### config.mk
export PLATFORM = sky130hd
export DESIGN_NAME = bit_scan_sched
export DESIGN_NICKNAME = d
export VERILOG_FILES = /design/src/rtl/bit_scan_sched.sv
export SDC_FILE = /design/constraint.sdc
export NUM_CORES = 1
export LEC_CHECK = 0
export BUFFER_PORTS_ARGS = -buffer_cell sky130_fd_sc_hd__buf_2
export CAP_MARGIN = 40
export CELL_PAD_IN_SITES_DETAIL_PLACEMENT = 0
export CELL_PAD_IN_SITES_GLOBAL_PLACEMENT = 1
export CORE_MARGIN = 1
export CORE_UTILIZATION = 44
export CTS_CLUSTER_SIZE = 28
export DETAILED_ROUTE_END_ITERATION = 12
export GPL_TIMING_DRIVEN = 0
export PLACE_DENSITY_LB_ADDON = 0.1
export SYNTH_ARGS = -nofsm -noshare
export SYNTH_HDL_FRONTEND = slang
export SYNTH_SLANG_ARGS = --single-unit
export TNS_END_PERCENT = 10
### constraint.sdc
create_clock -name clk -period 3.6 [get_ports clk]
set_input_delay 0.18 -clock clk [delete_from_list [all_inputs] [get_ports clk]]
set_output_delay 0.18 -clock clk [all_outputs]
set_load 0.1 [all_outputs]
### src/rtl/bit_scan_sched.sv
// bit_scan_sched: accepts a request vector and emits its set-bit indices
// lowest-first, one per output handshake, then pulses done with the count.
module bit_scan_sched #(
    parameter int WIDTH = 32,
    parameter int IDX_W = 6
) (
    input  logic             clk,
    input  logic             rst,
    input  logic             in_valid,
    output logic             in_ready,
    input  logic [WIDTH-1:0] in_data,
    output logic             out_valid,
    input  logic             out_ready,
    output logic [IDX_W-1:0] out_idx,
    output logic             out_last,
    output logic             busy,
    output logic             done,
    output logic [IDX_W-1:0] done_cnt
);
    typedef enum logic {IDLE, SCAN} state_t;

    state_t           state, state_nxt;
    logic [WIDTH-1:0] rem;
    logic [IDX_W-1:0] cnt;
    logic             rdy_q;
    logic             in_acc, out_acc;

    // Lowest set bit wins; an empty rem yields index 0.
    always_comb begin
        out_idx = '0;
        for (int i = WIDTH - 1; i >= 0; i--)
            if (rem[i]) out_idx = IDX_W'(i);
    end

    assign out_valid = state == SCAN;
    assign out_last  = out_valid && (rem & (rem - 1'b1)) == '0;
    assign busy      = out_valid;
    assign in_ready  = state == IDLE && rdy_q;
    assign in_acc    = in_valid && in_ready;
    assign out_acc   = out_valid && out_ready;

    always_comb begin
        state_nxt = (in_acc && in_data != '0) ? SCAN :
                    (out_acc && out_last)     ? IDLE : state;
    end

    always_ff @(posedge clk) begin
        if (rst) begin
            state    <= IDLE;
            rem      <= '0;
            cnt      <= '0;
            rdy_q    <= 1'b0;
            done     <= 1'b0;
            done_cnt <= '0;
        end else begin
            state    <= state_nxt;
            rdy_q    <= 1'b1;
            done     <= (in_acc && in_data == '0) || (out_acc && out_last);
            done_cnt <= (out_acc && out_last) ? cnt + 1'b1 : '0;
            if (in_acc) begin
                rem <= in_data;
                cnt <= '0;
            end else if (out_acc) begin
                rem <= rem & (rem - 1'b1);
                cnt <= cnt + 1'b1;
            end
        end
    end
endmodule

---- Word level (Yosys, flattened, before mapping) ----
Index checks and enable logic that the tools add are counted.
storage, ports and cells
  register bits ........................... 47
  bits of input ports ..................... 36
  output and inout port bits .............. 17
cells by class
  add/subtract/negate cells ............... 2
  mux-type cells .......................... 37
  bitwise gates (word level) .............. 3
  reductions and logical operators ........ 15
operators by type and width
  operator                 count
  $mux W6                  30
  $logic_not A32 Y1        2
  $mux W32                 2
  $and A32 B32 Y32         1
  $reduce_bool A32 Y1      1
  $sub A32 B1 Y32 const B  1
  $mux W5                  2
  $logic_and A1 B1 Y1      7
  $add A6 B1 Y6 const B    1
  $reduce_bool A2 Y1       2
  $reduce_or A2 Y1         2
  $mux W1                  3
  $not A1 Y1               2
  $logic_or A1 B1 Y1       1

---- Depth between registers and ports, before layout ----
Gate-level depths: netlist (run 1).
  depth after elaboration ................. 32
  gate-level depth with buffers ........... 9
  gate-level depth less buffers ........... 7

---- Worst setup path before layout (run 1) ----
OpenSTA, ideal clock, no wires.
  kind .................................... register -> output
  start ................................... register rem[4]
  end ..................................... output port out_idx[1]
  arrival time ............................ 3.209 ns
  required time ........................... 3.420 ns
  slack ................................... 0.211 ns
  cell stages (with the launch flop) ...... 7
  path buffers ............................ 2
  cells stage by stage .................... dfxtp_1 -> buf_6 -> or2_2 -> clkbuf_1 -> nor3_1 -> o311ai_0 -> o21ai_0
between the ends
  cells in the longest elaborated chain, start to end .. 5
ends and longest elaborated chain
  element                   line  source
  start: declaration        23    logic [WIDTH-1:0] rem;
  start signal: assignment  61    rem <= in_data;
  start signal: assignment  64    rem <= rem & (rem - 1'b1);
  $mux W6 (5 in series)     32    if (rem[i]) out_idx = IDX_W'(i);
  end: declaration          14    output logic [IDX_W-1:0] out_idx,
No other way between the ends.

---- Worst setup path in the final report (run 1) ----
  start ................................... register rem[4]
  end ..................................... output port out_last
between the ends
  cells in the longest elaborated chain, start to end .. 4
ends and longest elaborated chain
  element                line  source
  $sub A32 B1 Y32        36    assign out_last = out_valid && (rem & (rem - 1'b1)) == '0;
  $and A32 B32 Y32 *     36
  $logic_not A32 Y1 *    36
  $logic_and A1 B1 Y1 *  36
  end: declaration       15    output logic out_last,
Every way passes the cells marked *; elsewhere a longest branch is shown, timed or not.

==> results.toml, run 1 <==
[detailed_routing]
viasPerCell = 6.02
wirelength_um = 8970
vias = 3111
wl_per_cell_um = 17.4
drcViolationCount = 0
drt-pass1-iter-count = 5
drtIter0Drc = 235
ant_nets = 0

[global_routing]
grt_max_degree = 17
grt_pass1_wl_um = 14500
grt_usage_pct = 26.4
antenna_found_initial = 0
grt_use_met2_pct = 42.0
grt_busiest_layer = "met2"
grtUsageMet3_pct = 3.68
overflow = 0
use_met1_pct = 37.0
first_global_vias = 2781

[logic_synthesis]
synth.distinct_cells = 54
synth_commonest_cells = "54 x nor2_1, 47 x dfxtp_1, 36 x nand2_1, 31 x o21ai_0, 29 x a21oi_1"
synth_edf_count = 0
yosysTopAreaCellShare_pct = 32.3
ys_seq_elements = 47
synth_ff_type = "dfxtp_1"
yosysSeqAreaShare_pct = 32.3
synth_largest_area_cell = "dfxtp_1"
netlist_top_cells_area = "dfxtp_1 32%, nor2_1 7.0%, o21ai_0 5.3%"
synthesis.area_mm2 = 0.00291
synth_nets = 419
syn_area_per_cell_um2 = 7.62
synthArstFlopShare_pct = 0
syn-instance-count = 382
yosysWarnings = 0
yosysMostFrequentCell = "nor2_1"

[final_layout]
drive_above_1_share_pct = 21.4
fillers = 649
synthToLayoutAreaGrowth_pct = 16.5
finish.utilization_pct = 53.4
antenna_cells = 0
fin_nets = 476

[setup_path]
cp.required_ns = 3.42
worstSetupPathType = "reg -> out"
worstPathArrival_ns = 3.16
path_max_fanout = 10
endpoint_kind = "primary output"
cp-start-kind = "flop"

[sta]
max_freq_mhz = 300
final.setup.tns_ns = 0
finalCritPeriodShare_pct = 92.7
clock_skew_ns = 0.00994
fin_crit_ns = 3.34
tightest_slew_ns = 0.668
rsz0062_at_grt = "no"
hold_viol = 0
setup_viol = 0
drv_slew = 0
max-slew-margin-rel_pct = 55.5

[placed_design]
io_buffers = 50
gp_congestion = 0.915
dpl.hpwl_um = 6700

[clocking]
clock_path_buffers = 2
numCtsBuffers = 5
cts_tree = "done"
clkLatencyLatePin_ns = 0.31
post_cts_buffers = 0
cts.sinks = 47
cts_root_buf = "clkbuf_8"
hold_buffers = 0
htreeDepth = 2
path_clk_slew_ns = 0.10

[floorplanning]
dieArea_mm2 = 0.00694
num_io_pins = 53
fp.dieH_um = 83.3
num_rows = 29
die_w_um = 83.3
coreArea_mm2 = 0.00635
start_util_pct = 45.8

[power]
pwr-share-seq_pct = 37.6
swShare_pct = 39.5
combPwrFrac_pct = 35.2
switchingPower_uw = 592
ir_drop_v = 0.000387
cellLeakagePower_nw = 1.33
power_density_mw_per_mm2 = 442
intPower_uw = 907
clkPwrFrac_pct = 27.3

[hold_path]
min_path_type = "in -> reg"

[run_status]
outcome = "finished clean"

[run]
maxCapViolations = 0
## per-stage QoR
| stage | setup WS [ns] | instance area [um2] | hold WS, ns | power, mW | cells |
|---|---|---|---|---|---|
| final | 0.263 | 3390 | 0.0668 | 1.50 | 517 |
| after floorplan | 0.211 | 2910 | 0.264 | 0.970 | 382 |
| after CTS | 0.113 | 3370 | 0.0666 | 1.50 | 517 |
| after detailed placement | 0.485 | 3260 | 0.402 | 1.09 | 509 |
| after global routing | 0.0650 | 3390 | 0.0597 | 1.57 | 517 |
| after global placement | 0.433 | 3260 | 0.391 | 1.09 | 509 |
## area by class of cell
cell class / count / area (um2) / area share (%)
clock buffers: 5 / 68.8 / 2.03
clock inverters: 3 / 46.3 / 1.37
flip-flops and latches: 47 / 941 / 27.8
plain buffers: 33 / 238 / 7.01
inverters: 9 / 33.8 / 0.997
well taps: 77 / 96.3 / 2.84
repair buffers: 50 / 253 / 7.46
multi-input cells: 293 / 1710 / 50.5
## repair_timing
action / CTS / global route
endpoints found under the setup margin: 0 / 1
hold endpoints to repair: 0 / 0
resized for setup: 0 / 3
## routing by layer
layer	vias to the layer above	share of wire, %
met3	12	5.5
met4	0	1.8
met5	-	0
met1	1466	47
met2	106	46
li1	1527	-
## placed cells by master, fill, tap and decap left out, types with 4 or more instances in the layout
cell type and n:
a21oi_1 29, a22oi_1 20, buf_2 49, buf_4 10
buf_6 7, clkbuf_1 13, clkbuf_8 7, dfxtp_1 47
inv_1 9, nand2_1 36, nand3_1 9, nand4_1 6
nor2_1 54, nor3_1 16, nor4_1 17, nor4_2 6
o21ai_0 31, o311ai_0 5, o31ai_1 4, or3_1 5
xor2_1 5
## critical path, cell delays in order (launching register included)
cell and delay (ns):
dfxtp_1 0.32, buf_6 0.13, nor4_2 0.48, nand4_1 0.33
buf_6 0.24, o31ai_1 0.27, o311ai_1 0.18, nor4_2 0.34
and2b_1 0.21, clkbuf_4 0.34
## worst paths after layout
| check | from | end | slack, ns | cells after the start |
|---|---|---|---|---|
| worst min-delay path | rst | busy | 0.07 | 2 |
| worst max register to register | rem[4] | busy | 0.91 | 9 |
| worst max-delay path | rem[4] | out_last | 0.26 | 9 |
| worst min register to register | cnt[1] | cnt[1] | 0.50 | 2 |
## power by group through the flow
| stage | Sequential (mW) | Clock (mW) | Combinational, mW |
|---|---|---|---|
| floorplan | 0.575 | 0 | 0.395 |
| global placement | 0.574 | 0 | 0.517 |
| detailed placement | 0.574 | 0 | 0.518 |
| CTS | 0.562 | 0.418 | 0.520 |
| global route | 0.566 | 0.438 | 0.566 |
| finish | 0.563 | 0.409 | 0.527 |
## registers in the layout, summed over array words and instances (netlist names)
name      flops
busy          1
rdy_q         1
done_cnt      6
cnt           6
rem          32
done          1
## cell families after synthesis
kind of cell	count (synthesis)	share of synthesized area, %
AOI/OAI and AO/OA	112	24.9
xor gates and xnor gates	8	2.41
adders and majority gates	3	1.12
buffers and inverters	42	9.33
DFF	47	32.3
other	1	0.129
and+or+nand+nor	169	29.8
No activity file was read; power rests on OpenSTA's default activity.
==> inputs of run 2 (changes only) <==
==> constraint.sdc (replaced) <==
create_clock -name clk -period 3.6 [get_ports clk]
set_input_delay 0.72 -clock clk [delete_from_list [all_inputs] [get_ports clk]]
set_output_delay 0.72 -clock clk [all_outputs]
set_load 0.1 [all_outputs]
==> results.toml, run 2 (synthesis results as in run 1) <==
[run_status]
outcome = "finished clean"

[power]
combPwrFrac_pct = 38.9
intPower_uw = 961
pwr-share-seq_pct = 35.5
power_density_mw_per_mm2 = 429
swShare_pct = 39.9
clkPwrFrac_pct = 25.6
ir_drop_v = 0.000285
cellLeakagePower_nw = 1.49
switchingPower_uw = 638

[final_layout]
drive_above_1_share_pct = 28.1
finish.utilization_pct = 58.7
layout_commonest_cell = "nor2_1"
mostFrequentLayoutCells = "52 x nor2_1, 49 x buf_2, 46 x dfxtp_1"
top_register = "rem"
final_cell_area_mm2 = 0.00373
largest_reg_flops = 32
antenna_cells = 0
fin_nets = 498
top_regs = "rem x32, cnt x6, done_cnt x6"
synthToLayoutAreaGrowth_pct = 28.2
fillers = 617

[placed_design]
placed_area_mm2 = 0.00326
gp_congestion = 0.930
io_buffers = 50
dpl.hpwl_um = 6600
place_ws_ns = -0.0960

[sta]
final.setup.tns_ns = 0
fin_crit_ns = 3.54
setup_viol = 0
max_freq_mhz = 283
setup_ws_ns = 0.0648
drv_slew = 0
tightest_slew_ns = 0.729
hold_viol = 0
finalCritPeriodShare_pct = 98.2
clock_skew_ns = 0.0129
max-slew-margin-rel_pct = 51.4

[global_routing]
grt_pass1_wl_um = 15200
first_global_vias = 2981
grt_max_degree = 17
antenna_found_initial = 0
grt_usage_pct = 27.4
overflow = 0

[detailed_routing]
vias = 3320
drcViolationCount = 0
wl_per_cell_um = 18.0
drtIter0Drc = 261
wirelength_um = 9720
drt-pass1-iter-count = 8
viasPerCell = 6.16
ant_nets = 0

[setup_path]
cp-start-kind = "flop"
rr_worst_depth = 21
r2r_end = "done_cnt[2]"
path_max_fanout = 7
endpoint = "out_last"
rr_startpoint = "rem[1]"
cp.required_ns = 2.88
cp-startpoint = "rem[1]"
worstPathArrival_ns = 2.82
endpoint_kind = "primary output"
r2r_slack_ns = 0.08
worstSetupPathType = "reg -> out"

[floorplanning]
fp.dieH_um = 83.3
dieArea_mm2 = 0.00694
num_rows = 29
die_w_um = 83.3
num_io_pins = 53
start_util_pct = 45.8
coreArea_mm2 = 0.00635

[clocking]
cts.sinks = 47
path_clk_slew_ns = 0.10
clkLatencyLatePin_ns = 0.31
cts_root_buf = "clkbuf_8"
htreeDepth = 2
cts_tree = "done"
numCtsBuffers = 5
clock_path_buffers = 2

[run]
maxCapViolations = 0

[hold_path]
min_path_type = "reg -> reg"
## run 2: cell count changes in the layout (fill, tap and decap cells not counted), moves of 2 or more
cell     delta
o21ai_1     +3
nor2_1      -2
nor4_4      +6
o21ai_0     -4
nor4_1      -2
buf_4      +20
nor4_2      -4
## run 2: final cells by class
class	count	area, um2	area share, %
tap	77	96.3	2.58
buffer	33	245	6.57
clock buffer	5	68.8	1.85
multi-input combinational	293	1870	50.1
inverter	9	33.8	0.906
clock inverter	3	46.3	1.24
timing repair buffer	72	428	11.5
sequential	47	942	25.3
## run 2: worst min path at each step
stage          cells past startpoint   start  slack, ns     endpoint
2_1_floorplan                      1  cnt[0]       0.45  done_cnt[0]
3_3_place_gp                       2  cnt[5]       0.48       cnt[5]
3_5_place_dp                       1  cnt[0]       0.49  done_cnt[0]
4_1_cts                            2  cnt[5]       0.51       cnt[5]
5_1_grt                            1  cnt[0]       0.54  done_cnt[0]
6_report                           2  cnt[5]       0.51       cnt[5]
## run 2: worst max-delay path, cell delays in order (launching register included)
cell and delay [ns]:
dfxtp_2 0.33, buf_6 0.13, or4_4 0.56, buf_8 0.16
o41ai_4 0.28, and4_4 0.30, o311ai_4 0.12, nor4_4 0.20
and2b_2 0.23, buf_12 0.18
## run 2: routing by layer
layer / global-route usage (%) / wire, um
met4: 11.1 / 232
met3: 4.08 / 774
met1: 38.5 / 4270
met2: 42.1 / 4440
met5: 0 / 0
## run 2: metrics by stage
| stage | cells | total power [mW] | hold slack, ns |
|---|---|---|---|
| final | 539 | 1.60 | 0.510 |
| after global routing | 539 | 1.67 | 0.536 |
| after CTS | 531 | 1.53 | 0.510 |
| after detailed placement | 509 | 1.09 | 0.490 |
| after global placement | 509 | 1.09 | 0.478 |
| after floorplan | 382 | 0.971 | 0.452 |
## run 2: power groups by stage
stage          sequential, mW  clock [mW]  combinational, mW
3_5_place_dp            0.574           0              0.521
2_1_floorplan           0.575           0              0.396
3_3_place_gp            0.574           0              0.517
6_report                0.567       0.410              0.622
4_1_cts                 0.562       0.416              0.548
5_1_grt                 0.569       0.435              0.662
## run 2: repair_timing
action | 4_1_cts | 5_1_grt
hold buffers | 0 | 0
gates resized for setup | 8 | 31
pin swaps | 3 | 12
endpoints found under the setup margin | 1 | 8
setup buffers | 14 | 8
